==> src/rtl/dsp_pcm_slave_pkg.sv <==
// dsp_pcm_slave_pkg: shared register map, encodings and helpers for the DSP-mode PCM slave
package dsp_pcm_slave_pkg;
    localparam logic [7:0] CONFIG_ADDR    = 8'h00;
    localparam logic [7:0] STATUS_ADDR    = 8'h04;
    localparam logic [7:0] FRAME_CNT_ADDR = 8'h08;
    localparam logic [31:0] UNMAPPED_DATA = 32'hdeadbabe;
    typedef enum logic [1:0] {BPS_16, BPS_20, BPS_24, BPS_32} bps_e;
    typedef enum logic [1:0] {IDLE_S, WAIT_FS_S, LCHAN_S, RCHAN_S} state_e;
    function automatic logic [4:0] bw_m1_of(input bps_e b);
        return b == BPS_16 ? 5'd15 : b == BPS_20 ? 5'd19 : b == BPS_24 ? 5'd23 : 5'd31;
    endfunction
    function automatic logic [31:0] sext(input logic [31:0] v, input bps_e b);
        return b == BPS_16 ? {{16{v[15]}}, v[15:0]} :
               b == BPS_20 ? {{12{v[19]}}, v[19:0]} :
               b == BPS_24 ? {{8{v[23]}}, v[23:0]} : v;
    endfunction
endpackage

==> src/rtl/dsp_pcm_slave_if.sv <==
// dsp_pcm_slave_if: local-bus register port
// Signals: wr_en/rd_en strobes, addr, wr_data from the master; wr_valid/rd_valid acks and rd_data from the slave.
interface dsp_pcm_slave_if #(parameter int DATA_W = 32, parameter int ADDR_W = 8);
    logic              wr_en;
    logic              rd_en;
    logic [ADDR_W-1:0] addr;
    logic [DATA_W-1:0] wr_data;
    logic              wr_valid;
    logic              rd_valid;
    logic [DATA_W-1:0] rd_data;
    modport master (output wr_en, rd_en, addr, wr_data, input wr_valid, rd_valid, rd_data);
    modport slave (input wr_en, rd_en, addr, wr_data, output wr_valid, rd_valid, rd_data);
endinterface

==> src/rtl/dsp_pcm_slave_sync_edge_det.sv <==
// sync_edge_det: N-stage synchronizer with single-cycle rise/fall pulses on the synchronized level
// Ports: clk, rst_n (async, active-low); d async input; q synchronized level; rise/fall edge pulses.
module sync_edge_det #(parameter int STAGES = 2) (
    input  logic clk,
    input  logic rst_n,
    input  logic d,
    output logic q,
    output logic rise,
    output logic fall
);
    logic [STAGES-1:0] sr;
    logic prev;
    always_ff @(posedge clk or negedge rst_n) begin
        if (!rst_n) begin
            sr <= '0;
            prev <= 1'b0;
        end else begin
            sr <= STAGES'({sr, d});
            prev <= q;
        end
    end
    assign q = sr[STAGES-1];
    assign rise = q & ~prev;
    assign fall = ~q & prev;
endmodule

==> src/rtl/dsp_pcm_slave.sv <==
// dsp_pcm_slave: slave-side DSP-mode (LRP=1) audio serial port with local-bus control registers
// Ports: clk, rst_n (async, active-low); lb local-bus register port; BCLK_IN/LRCK_IN/SDI from the master;
//   SDO to the master; rx_pcm_valid/rx_lpcm_data/rx_rpcm_data received pair; tx_pcm_nxt/tx_lpcm_data/tx_rpcm_data send pair.
module dsp_pcm_slave
    import dsp_pcm_slave_pkg::*;
#(
    parameter int LB_DATA_W   = 32,
    parameter int LB_ADDR_W   = 8,
    parameter int SYNC_STAGES = 2,
    parameter int FRM_CNTR_W  = 16
) (
    input  logic              clk,
    input  logic              rst_n,
    dsp_pcm_slave_if.slave    lb,
    input  logic              BCLK_IN,
    input  logic              LRCK_IN,
    input  logic              SDI,
    output logic              SDO,
    output logic              rx_pcm_valid,
    output logic [31:0]       rx_lpcm_data,
    output logic [31:0]       rx_rpcm_data,
    output logic              tx_pcm_nxt,
    input  logic [31:0]       tx_lpcm_data,
    input  logic [31:0]       tx_rpcm_data
);
    state_e state, state_nxt;
    bps_e cfg_bps, act_bps;
    logic cfg_en, err, done, cfg_wr;
    logic start, smp, fin, ferr, drv, fs;
    logic bclk_rise, bclk_fall, lrck_q, bclk_q_unused, unused_wr_bits;
    logic [1:0] lrck_edge_unused;
    logic [SYNC_STAGES-1:0] sdi_sr;
    logic [4:0] cnt, bw_m1, idx;
    logic [31:0] tx_l, tx_r, rx_l, rx_r;
    logic [FRM_CNTR_W-1:0] frame_cnt;
    sync_edge_det #(.STAGES(SYNC_STAGES)) u_bclk (
        .clk(clk), .rst_n(rst_n), .d(BCLK_IN), .q(bclk_q_unused), .rise(bclk_rise), .fall(bclk_fall)
    );
    sync_edge_det #(.STAGES(SYNC_STAGES)) u_lrck (
        .clk(clk), .rst_n(rst_n), .d(LRCK_IN), .q(lrck_q), .rise(lrck_edge_unused[0]), .fall(lrck_edge_unused[1])
    );
    assign fs = bclk_rise & lrck_q;
    assign bw_m1 = bw_m1_of(act_bps);
    assign idx = bw_m1 - cnt;
    assign cfg_wr = lb.wr_en && lb.addr == LB_ADDR_W'(CONFIG_ADDR);
    assign unused_wr_bits = ^{lb.wr_data[LB_DATA_W-1:5], lb.wr_data[1]};
    always_ff @(posedge clk or negedge rst_n) begin
        if (!rst_n) state <= IDLE_S;
        else state <= state_nxt;
    end
    // A frame sync seen mid-frame restarts the frame and flags an error.
    always_comb begin
        state_nxt = state;
        start = 1'b0;
        smp = 1'b0;
        fin = 1'b0;
        ferr = 1'b0;
        drv = 1'b0;
        if (!cfg_en) state_nxt = IDLE_S;
        else case (state)
            IDLE_S: state_nxt = WAIT_FS_S;
            WAIT_FS_S: begin
                start = fs;
                state_nxt = fs ? LCHAN_S : WAIT_FS_S;
            end
            default: begin
                drv = bclk_fall;
                start = fs;
                ferr = fs;
                smp = bclk_rise & ~fs;
                fin = smp && cnt == bw_m1 && state == RCHAN_S;
                state_nxt = fs ? LCHAN_S : (smp && cnt == bw_m1) ? (state == LCHAN_S ? RCHAN_S : WAIT_FS_S) : state;
            end
        endcase
    end
    always_ff @(posedge clk or negedge rst_n) begin
        if (!rst_n) begin
            cfg_en <= 1'b0;
            cfg_bps <= BPS_16;
            act_bps <= BPS_16;
            err <= 1'b0;
            done <= 1'b0;
            cnt <= '0;
            tx_l <= '0;
            tx_r <= '0;
            rx_l <= '0;
            rx_r <= '0;
            frame_cnt <= '0;
            sdi_sr <= '0;
            SDO <= 1'b0;
            rx_pcm_valid <= 1'b0;
            rx_lpcm_data <= '0;
            rx_rpcm_data <= '0;
            tx_pcm_nxt <= 1'b0;
            lb.wr_valid <= 1'b0;
            lb.rd_valid <= 1'b0;
            lb.rd_data <= '0;
        end else begin
            sdi_sr <= SYNC_STAGES'({sdi_sr, SDI});
            lb.wr_valid <= lb.wr_en;
            lb.rd_valid <= lb.rd_en;
            if (cfg_wr) begin
                cfg_en <= lb.wr_data[0];
                cfg_bps <= bps_e'(lb.wr_data[3:2]);
            end
            if (lb.rd_en)
                lb.rd_data <= lb.addr == LB_ADDR_W'(CONFIG_ADDR) ? LB_DATA_W'({cfg_bps, 1'b0, cfg_en}) :
                              lb.addr == LB_ADDR_W'(STATUS_ADDR) ? LB_DATA_W'({err, state}) :
                              lb.addr == LB_ADDR_W'(FRAME_CNT_ADDR) ? LB_DATA_W'(frame_cnt) : LB_DATA_W'(UNMAPPED_DATA);
            err <= ferr | (err & ~(cfg_wr & lb.wr_data[4]));
            tx_pcm_nxt <= start;
            done <= fin;
            rx_pcm_valid <= done;
            if (done) begin
                rx_lpcm_data <= sext(rx_l, act_bps);
                rx_rpcm_data <= sext(rx_r, act_bps);
                frame_cnt <= frame_cnt + 1'b1;
            end
            if (start) begin
                act_bps <= cfg_bps;
                tx_l <= tx_lpcm_data;
                tx_r <= tx_rpcm_data;
                cnt <= '0;
            end
            if (smp) begin
                cnt <= cnt == bw_m1 ? '0 : cnt + 1'b1;
                if (state == LCHAN_S) rx_l <= {rx_l[30:0], sdi_sr[SYNC_STAGES-1]};
                else rx_r <= {rx_r[30:0], sdi_sr[SYNC_STAGES-1]};
            end
            if (drv) SDO <= state == LCHAN_S ? tx_l[idx] : tx_r[idx];
            if (fin || state == IDLE_S || !cfg_en) begin
                SDO <= 1'b0;
                cnt <= '0;
            end
        end
    end
endmodule

==> src/flat_wrapper.sv <==
// flat-port wrapper written by rule: the top's interface ports become plain ports
module dsp_pcm_slave_flat import dsp_pcm_slave_pkg::*;
#(
    parameter int LB_DATA_W   = 32,
    parameter int LB_ADDR_W   = 8,
    parameter int SYNC_STAGES = 2,
    parameter int FRM_CNTR_W  = 16
)
  (clk, rst_n, BCLK_IN, LRCK_IN, SDI, SDO, rx_pcm_valid, rx_lpcm_data, rx_rpcm_data, tx_pcm_nxt, tx_lpcm_data, tx_rpcm_data, lb_wr_en, lb_rd_en, lb_addr, lb_wr_data, lb_wr_valid, lb_rd_valid, lb_rd_data);
  dsp_pcm_slave_if #(.DATA_W(32), .ADDR_W(8)) lb_i ();
  input  logic clk;
  input  logic rst_n;
  input  logic BCLK_IN;
  input  logic LRCK_IN;
  input  logic SDI;
  output logic SDO;
  output logic rx_pcm_valid;
  output logic [31:0] rx_lpcm_data;
  output logic [31:0] rx_rpcm_data;
  output logic tx_pcm_nxt;
  input  logic [31:0] tx_lpcm_data;
  input  logic [31:0] tx_rpcm_data;
  input wire logic [$bits(lb_i.wr_en)-1:0] lb_wr_en;
  input wire logic [$bits(lb_i.rd_en)-1:0] lb_rd_en;
  input wire logic [$bits(lb_i.addr)-1:0] lb_addr;
  input wire logic [$bits(lb_i.wr_data)-1:0] lb_wr_data;
  output wire logic [$bits(lb_i.wr_valid)-1:0] lb_wr_valid;
  output wire logic [$bits(lb_i.rd_valid)-1:0] lb_rd_valid;
  output wire logic [$bits(lb_i.rd_data)-1:0] lb_rd_data;
  assign lb_i.wr_en = lb_wr_en;
  assign lb_i.rd_en = lb_rd_en;
  assign lb_i.addr = lb_addr;
  assign lb_i.wr_data = lb_wr_data;
  assign lb_wr_valid = lb_i.wr_valid;
  assign lb_rd_valid = lb_i.rd_valid;
  assign lb_rd_data = lb_i.rd_data;
  dsp_pcm_slave #(.LB_DATA_W(LB_DATA_W), .LB_ADDR_W(LB_ADDR_W), .SYNC_STAGES(SYNC_STAGES), .FRM_CNTR_W(FRM_CNTR_W)) u_core (.clk(clk), .rst_n(rst_n), .lb(lb_i), .BCLK_IN(BCLK_IN), .LRCK_IN(LRCK_IN), .SDI(SDI), .SDO(SDO), .rx_pcm_valid(rx_pcm_valid), .rx_lpcm_data(rx_lpcm_data), .rx_rpcm_data(rx_rpcm_data), .tx_pcm_nxt(tx_pcm_nxt), .tx_lpcm_data(tx_lpcm_data), .tx_rpcm_data(tx_rpcm_data));
endmodule
==> config.mk <==
export PLATFORM = sky130hd
export DESIGN_NAME = dsp_pcm_slave_flat
export DESIGN_NICKNAME = d
export VERILOG_FILES = /design/src/rtl/dsp_pcm_slave_pkg.sv /design/src/rtl/dsp_pcm_slave_if.sv /design/src/rtl/dsp_pcm_slave_sync_edge_det.sv /design/src/rtl/dsp_pcm_slave.sv /design/src/flat_wrapper.sv
export SDC_FILE = /design/constraint.sdc
export NUM_CORES = 1
export LEC_CHECK = 0
export CORE_UTILIZATION = 25
export CTS_BUF_LIST = sky130_fd_sc_hd__clkbuf_16
export CTS_CLUSTER_DIAMETER = 40
export DETAILED_ROUTE_END_ITERATION = 16
export GPL_TIMING_DRIVEN = 0
export HOLD_SLACK_MARGIN = 0.12
export PLACE_DENSITY_LB_ADDON = 0.1
export SYNTH_ARGS = -nofsm -noshare
export SYNTH_HDL_FRONTEND = slang
export SYNTH_SLANG_ARGS = --single-unit
==> constraint.sdc <==
create_clock -name clk -period 7.83 [get_ports clk]
set_input_delay 1.566 -clock clk [delete_from_list [all_inputs] [get_ports clk]]
set_output_delay 1.566 -clock clk [all_outputs]
set_load 0.05 [all_outputs]
# Word-level counts from Yosys, hierarchy flattened
# Cells that the tools add are included.
# op_classes
n_eq_ne	9
order_cmp	1
addsub	3
mux	39
reduce_logical	14
n_bitwise	12
# ops
op	n
$mux 32	9
$mux 5	6
$add 16x1->16 const B	1
$mux 1	15
$bmux 1 s5	2
$mux 2	5
$eq 8x3->1 const B	1
$eq 8x4->1 const B	1
$logic_not 8->1	1
$and 1x1->1	6
$eq 2x2->1 const B	3
$lt 5x6->1 const B	1
$add 5x1->5 const B	1
$eq 5x5->1	1
$ne 5x5->1 const B	1
$not 1->1	5
$sub 5x5->5	1
$eq 2x1->1 const B	2
$logic_not 2->1	2
$mux 4	1
$pmux 2 s2	1
$reduce_and 2->1	2
$logic_and 1x1->1	3
$reduce_bool 3->1	1
other kinds (5)	6
# totals
reg_bits	266
out_inout_bits	101
inputBits	111
word_cells	102

# Logic depth before layout (Yosys ltp)
# logic_depth
ltp_word	12
ltp_mapped	12
depth_no_buf	10

# Cells and area by module
# A second synthesis with hierarchy kept.
# hier_totals
cells_unflattened	802
area_unflattened_um2	10757.8
# modules_own_cells
module	area_each_um2	cells_per_inst	n_inst	seq_area_each_um2
dsp_pcm_slave	10577.6	792	1	6155.9
sync_edge_det	90.1	5	2	75.1

# Least setup slack after synthesis
# Ideal clock, no wire load.
# synth_timing
kind	in2reg
start	input lb_addr[3]
end	register u_core.cfg_bps[0]
slack_ns	4.912
stages	4
arrival_time_ns	2.794
path_buffers	1
required_time_ns	7.705
setup_time_ns	0.125
path_cell_list	buf_6 -> nand4b_2 -> nor3b_1 -> mux2_2
# synth_between
elab_chain_len	2
# synth_lines
element	line_no	rtl
from (decl)	flat_wrapper.sv:25	input wire logic [$bits(lb_i.addr)-1:0] lb_addr;
$logic_not 8->1	dsp_pcm_slave.sv:45	assign cfg_wr = lb.wr_en && lb.addr == LB_ADDR_W'(CONFIG_ADDR);
$logic_and 1x1->1	dsp_pcm_slave.sv:45	
to (signal assigned)	dsp_pcm_slave.sv:104	cfg_bps <= bps_e'(lb.wr_data[3:2]);
to (decl)	dsp_pcm_slave.sv:27	bps_e cfg_bps, act_bps;
# No other way between the ends.
# A chain may end at the register's enable or synchronous reset.

==> impl_metrics.py <==
metrics = {
    "floorplanning": {
        "dieArea_sq_um": 43900,
        "die_h_um": 209,
        "num_rows": 75,
        "fp.dieW_um": 209,
        "start_util": 0.255,
        "io_pins": 212,
        "core_sq_um": 42200,
    },
    "drt": {
        "met1Wirelength_um": 13100,
        "wl_met2_um": 12700,
        "wl_um": 28000,
        "num_vias": 7031,
        "routedWlPerCell_um": 17.4,
        "met3WireLength_um": 1530,
        "drc": 0,
        "vias_per_cell": 4.36,
        "maxUsedRoutingLayer": "met5",
        "ant_nets": 0,
        "drtPass1Iterations": 4,
        "drt-initial-drc-count": 275,
    },
    "synth": {
        "avgSynthCellArea_sq_um": 13.5,
        "yosysTopAreaCellShare": 0.584,
        "synth_edf_count": 0,
        "synth_top_area_cell": "dfrtp_1",
        "synth.distinct_cells": 56,
        "synth_warnings": 0,
        "ys.flop_type": "dfrtp_1",
        "synth_area_sq_um": 10800,
        "syn_inst": 799,
        "ys_seq_area_frac": 0.584,
        "async_flop_share": 1.00,
        "synth_top_cells_by_area": "dfrtp_1 58%, mux2_2 17%, a21oi_1 1.5%",
        "ys_ff_latch": 251,
    },
    "layout": {
        "layout_common_cells": "251 x dfrtp_1, 175 x clkdlybuf4s50_1, 164 x mux2_2",
        "final_common_cell": "dfrtp_1",
        "stdcell_count": 1611,
        "nets": 1152,
        "area_growth_pct": 37.8,
        "layout-drive-gt1-share": 0.271,
        "final_util": 0.351,
    },
    "global_route": {
        "antenna_found_initial": 2,
        "grt_max_degree": 97,
        "grt_overflow": 0,
        "grt_pass1_vias": 7649,
        "grt_use_total": 0.133,
        "grt_pass1_wl_um": 44900,
    },
    "timing": {
        "fmaxAchievable_mhz": 277,
        "setup_viol": 0,
        "finalWorstPathRequiredPeriod_ns": 3.61,
        "rsz0062_at_grt": "false",
        "worst_slew_margin_rel": 0.338,
        "fin_skew_ns": 0.0210,
        "fin_crit_sh": 0.462,
        "hold_viol_final": 0,
        "tns_ns": 0,
        "finalMaxSlewViolations": 0,
        "worst_pin_slew_ns": 0.985,
    },
    "power_and_ir_drop": {
        "power_density_nw_per_um2": 232,
        "comb_power_share": 0.043,
        "internal_power_mw": 2.65,
        "sw_frac_of_total": 0.228,
        "irDropWorstVdd_mv": 0.149,
        "p_clk_frac": 0.574,
        "p_switching_mw": 0.781,
        "pwr-share-seq": 0.383,
        "p_leak_nw": 6.80,
    },
    "hold_path": {
        "hold_start": "u_core.u_bclk.sr[0]",
        "hold_depth": 0,
        "hold_class": "register to register",
        "hold_end": "u_core.u_bclk.sr[1]",
    },
    "clocking": {
        "cts-root-buf": "clkbuf_16",
        "clk_latency_ns": 0.57,
        "cts-resized-gates": 0,
        "cts_sinks": 251,
        "htreeDepth": 2,
        "cts_tree": "done",
        "cts_buffer_depth": 3,
        "clk_pin_slew_ns": 0.05,
        "cts_buffers": 50,
        "ctsHoldBuffers": 0,
        "post_cts_buffers": 0,
    },
    "status": {
        "status": "finished clean",
    },
    "critical_path": {
        "ff2ff_setup_slack_ns": 4.58,
        "critical_path_class": "register to primary output",
        "path_max_fanout": 12,
        "cp_slowest_cell": "clkdlybuf4s50_1",
        "arrival_ns": 2.05,
        "timing.rr.end": "u_core.SDO",
        "cpPeakStageDelay_ns": 0.79,
        "crit-reg2reg-launch": "u_core.act_bps[1]",
        "end_kind": "primary output",
        "worstPathBufferInverterCount": 2,
        "crit_required_ns": 6.26,
        "cp-start-kind": "register",
        "r2r_cells": 11,
        "crit_chain": "buf_4, clkdlybuf4s50_1",
        "path_delay_family": "buffers and inverters",
    },
    "placement": {
        "placed_cells": 1520,
        "io_buffer_count": 176,
        "dp_hpwl_um": 19300,
        "gp_congestion": 0.726,
    },
    "flow_run": {
        "maxCapViolations": 0,
    },
}
worst reg2reg max path, cell delays in order (launching register included):
cell and delay (ns):
dfrtp_1 0.38, inv_1 0.10, ha_1 0.32, ha_1 0.20, inv_1 0.04, fa_1 0.49, buf_6 0.13, buf_12 0.15
mux4_1 0.55, nor3b_1 0.15, nor4_1 0.46, o21ai_1 0.13
area by class of cell:
type | count | area [sq um]
fillers | 4246 | 27400
flip-flops and latches | 251 | 6280
multi-input cells | 466 | 4020
repair buffers | 178 | 1820
clock buffers | 50 | 1250
well taps | 539 | 674
plain buffers | 56 | 357
clock inverters | 40 | 304
inverters | 30 | 113
diodes | 1 | 2.50
metal layers:
layer,up-vias,global-route usage
met5,-,0
met2,148,0.204
met1,3494,0.177
met3,59,0.0353
met4,2,0.0576
li1,3328,-
kinds of logic (layout without fill, tap and decap cells):
| family | count (synthesis) | count (layout) | share of synthesized area |
|---|---|---|---|
| multiplexers | 191 | 191 | 0.214 |
| flip-flops | 251 | 251 | 0.584 |
| AO/OA/AOI/OAI | 120 | 120 | 0.0715 |
| AND/OR/NAND/NOR | 124 | 124 | 0.0618 |
| other | 1 | 6 | 0.000349 |
| buffers and inverters | 86 | 354 | 0.0436 |
| XOR/XNOR | 18 | 18 | 0.0147 |
| adder cells (fa/ha/maj) | 8 | 8 | 0.0100 |
power by group through the flow:
stage | clock, mW | sequential (mW) | combinational (mW)
after floorplan | 0 | 1.35 | 0.0434
after global placement | 0 | 1.34 | 0.149
after detailed placement | 0 | 1.34 | 0.152
after CTS | 2.05 | 1.32 | 0.152
after global routing | 2.10 | 1.32 | 0.161
final | 1.97 | 1.32 | 0.148
registers in the layout, summed over array words and instances (netlist names), 16 cells and up:
signal and count:
u_core.frame_cnt 16, u_core.lb.rd_data 17, u_core.rx_l 32, u_core.rx_lpcm_data 32, u_core.rx_r 32, u_core.rx_rpcm_data 32, u_core.tx_l 32, u_core.tx_r 32
synthesized netlist by cell type (4+ instances only):
| master | count |
|---|---|
| a21oi_1 | 33 |
| a22o_1 | 4 |
| a31oi_1 | 9 |
| buf_2 | 14 |
| buf_4 | 18 |
| buf_6 | 6 |
| clkbuf_1 | 16 |
| dfrtp_1 | 251 |
| ha_1 | 7 |
| inv_1 | 29 |
| mux2_2 | 164 |
| mux2i_1 | 14 |
| mux4_1 | 6 |
| mux4_2 | 7 |
| nand2_1 | 36 |
| nand2b_1 | 17 |
| nand3_1 | 5 |
| nand4_1 | 6 |
| nor2_1 | 27 |
| nor3_1 | 5 |
| o211ai_1 | 8 |
| o21ai_0 | 24 |
| o22a_1 | 16 |
| o22ai_1 | 9 |
| o2bb2ai_1 | 5 |
| xnor2_1 | 14 |
| xor2_1 | 4 |
how the worst max path moves through the flow:
stage | end | cells past startpoint | from
2_1_floorplan | u_core.cfg_bps[0] | 4 | lb_addr[3]
3_3_place_gp | u_core.rx_lpcm_data[30] | 1 | rst_n
3_5_place_dp | u_core.cfg_bps[0] | 5 | lb_addr[5]
4_1_cts | lb_rd_data[21] | 2 | u_core.lb.rd_data[30]
5_1_grt | lb_rd_data[19] | 2 | u_core.lb.rd_data[30]
6_report | lb_rd_data[21] | 2 | u_core.lb.rd_data[30]
per-stage QoR:
step           power [mW]  hold WS [ns]  setup WS, ns  instance area (sq um)
3_3_place_gp         1.49         0.337         -6.80                  13200
3_5_place_dp         1.49         0.337          4.10                  13300
5_1_grt              3.57         0.350          4.10                  14800
2_1_floorplan        1.39         0.331          4.91                  10800
6_report             3.43         0.345          4.22                  14800
4_1_cts              3.51         0.347          4.15                  14800
Note: power is estimated with default switching activity, not from simulation.
==> patch (config.mk and constraints unchanged) <==
`ADDR_W` is set to 8 in 2 places; all go to 9.
--- a/src/rtl/dsp_pcm_slave_if.sv
+++ b/src/rtl/dsp_pcm_slave_if.sv
@@ -1,6 +1,6 @@
 // dsp_pcm_slave_if: local-bus register port
 // Signals: wr_en/rd_en strobes, addr, wr_data from the master; wr_valid/rd_valid acks and rd_data from the slave.
-interface dsp_pcm_slave_if #(parameter int DATA_W = 32, parameter int ADDR_W = 8);
+interface dsp_pcm_slave_if #(parameter int DATA_W = 32, parameter int ADDR_W = 9);
     logic              wr_en;
     logic              rd_en;
     logic [ADDR_W-1:0] addr;
--- a/src/flat_wrapper.sv
+++ b/src/flat_wrapper.sv
@@ -7,7 +7,7 @@
     parameter int FRM_CNTR_W  = 16
 )
   (clk, rst_n, BCLK_IN, LRCK_IN, SDI, SDO, rx_pcm_valid, rx_lpcm_data, rx_rpcm_data, tx_pcm_nxt, tx_lpcm_data, tx_rpcm_data, lb_wr_en, lb_rd_en, lb_addr, lb_wr_data, lb_wr_valid, lb_rd_valid, lb_rd_data);
-  dsp_pcm_slave_if #(.DATA_W(32), .ADDR_W(8)) lb_i ();
+  dsp_pcm_slave_if #(.DATA_W(32), .ADDR_W(9)) lb_i ();
   input  logic clk;
   input  logic rst_n;
   input  logic BCLK_IN;
Ports: changed (resized lb_addr); port bits go from 212 to 213. No check against the original RTL was run, so the function may have changed too.
==> patch against the unedited design <==
  * Setup slack worse by 16 ps
  * Hold slack better by 2.8 ps
  * Sequential cell count stayed put
  * Clock power is 16% higher
  * Power is 9.2% higher
  * Routed wire length is 0.17% higher
  * Combinational power is 3% lower
  * Count of clock-buffer cells in the layout is 5 higher
  * Critical path depth stayed put
  * Synthesized area is 0.43% lower
  * Maximum frequency is 0.45% lower
  * Final area is 1.8% higher
  * Critical endpoint is now lb_rd_data[18]
==> patch: results (changes against the unedited design) <==
fin_crit_ps: 3630  # +16.3 ps
antenna_found_initial: 1  # -1
grt_pass1_wl_mm: 45.2  # +0.71%
timing.slew.headroom: 0.414  # +0.0755
slew_violations: 0  # unchanged
insertion_delay_ps: 560
cp.arrival_ps: 2070  # +20 ps
drt-total-wl_mm: 28.1  # +0.17%
wl_met2_mm: 12.9  # +2.1%
h-tree-depth: 2  # unchanged
multi_input_area_um2: 3970  # -1.3%
yosys-top-cells-area: "dfrtp_1, mux2_2, mux2i_1, a21oi_1, nand2_1"
grt_max_degree: 109  # +12%
worst_r2r_path_depth: 11  # unchanged
syn_avg_cell_area_um2: 13.0  # -3.2%
gp_congestion: 0.710  # -2.2%
peakVddDrop_mv: 0.152  # +1.8%
ys_types: 55  # -1.8%
p_sw_uw: 797  # +2.0%
nFillCells: 4161  # -2.0%
dp_hpwl_mm: 19.6  # +1.4%
leakage_uw: 0.00686  # +0.90%
cts_max_path_buffers: 3  # unchanged
hp-class: "reg2reg"
status: "finished clean"
num_vias: 7207  # +2.5%
cts_root_buffer: "clkbuf_16"
clk_pin_slew_ps: 50  # about the same
wl_met1_mm: 13.0  # -0.14%
critPathMaxFanout: 12  # unchanged
yosysWarningCount: 0  # unchanged
cts_setup_buffers: 0  # unchanged
use_met1: 0.176  # -0.00116
placed_area_um2: 13300  # -0.12%
ys.flop_type: "dfrtp_1"
drive_gt1_frac: 0.265  # -0.00562
synthTopCellsByCount: "dfrtp_1, mux2_2, nand2_1, inv_1, a21oi_1"
placedCellCount: 1546  # +1.7%
num_antenna_cells: 0  # -1
wl_met3_mm: 1.32  # -14%
grt_use_met3: 0.0301  # -0.00526
routed_via_density: 4.38  # +0.45%
holdPathStages: 0  # unchanged
grt.met2_usage: 0.208  # +0.00471
cts_resized: 0  # unchanged
first_global_vias: 7804  # +2.0%
drt_iter0_drc: 234  # -15%
max-cap-violations: 0  # unchanged
async_flop_share: 1.00  # unchanged
nets: 1182  # +2.6%
post-place-ws_ps: 4230  # +126 ps
cts-buffers-inserted: 53  # +6.0%
route.top_layer_used: "met5"
finClkSkew_ps: 11.7  # -9.30 ps
seq_area_frac_synth: 0.587  # +0.00252
drtPass1Iterations: 4  # unchanged
portBuffers: 179  # +1.7%
grt_util_all_layers: 0.133  # -0.000277
-- patch: power groups by stage --
stage | registers, uW | clock network [uW] | logic, uW
finish | 1310 | 2290 | 143
global route | 1310 | 2420 | 156
CTS | 1310 | 2360 | 148
detailed placement | 1330 | 0 | 148
global placement | 1330 | 0 | 144
floorplan | 1350 | 0 | 35.9
-- patch: worst max-delay path, cell delays in order (launching register included) --
cell and delay [ps]:
dfrtp_1 540, buf_4 170, clkdlybuf4s50_1 790
-- patch: cell families (layout without fill, tap and decap cells) --
family | count (synthesis) | count (layout) | synth area share
simple gates | 132 | 132 | 0.0611
compound gates | 128 | 128 | 0.0776
mux | 189 | 189 | 0.205
flops | 251 | 251 | 0.587
xor+xnor | 18 | 18 | 0.0147
other cells | 1 | 5 | 0.000350
fa+ha+maj | 8 | 8 | 0.0100
buf+inv | 95 | 374 | 0.0445
-- patch: path summary, 6_finish.rpt --
kind	from	end	slack [ps]
worst max-delay path	u_core.lb.rd_data[30]	lb_rd_data[18]	4200
worst min-delay path	u_core.sdi_sr[0]	u_core.sdi_sr[1]	350
worst max register to register	u_core.act_bps[1]	u_core.SDO	4330
worst min register to register	u_core.sdi_sr[0]	u_core.sdi_sr[1]	350
max in group asynchronous	rst_n	u_core.tx_l[12]	6000
min in group asynchronous	rst_n	u_core.rx_l[30]	920
-- patch: area by class of cell --
cell class              count  area share
multi-input cells         480       0.263
inverters                  38     0.00945
plain buffers              57      0.0221
clock inverters            43      0.0306
well taps                 539      0.0447
repair buffers            181       0.123
clock buffers              55      0.0912
flip-flops and latches    251       0.416
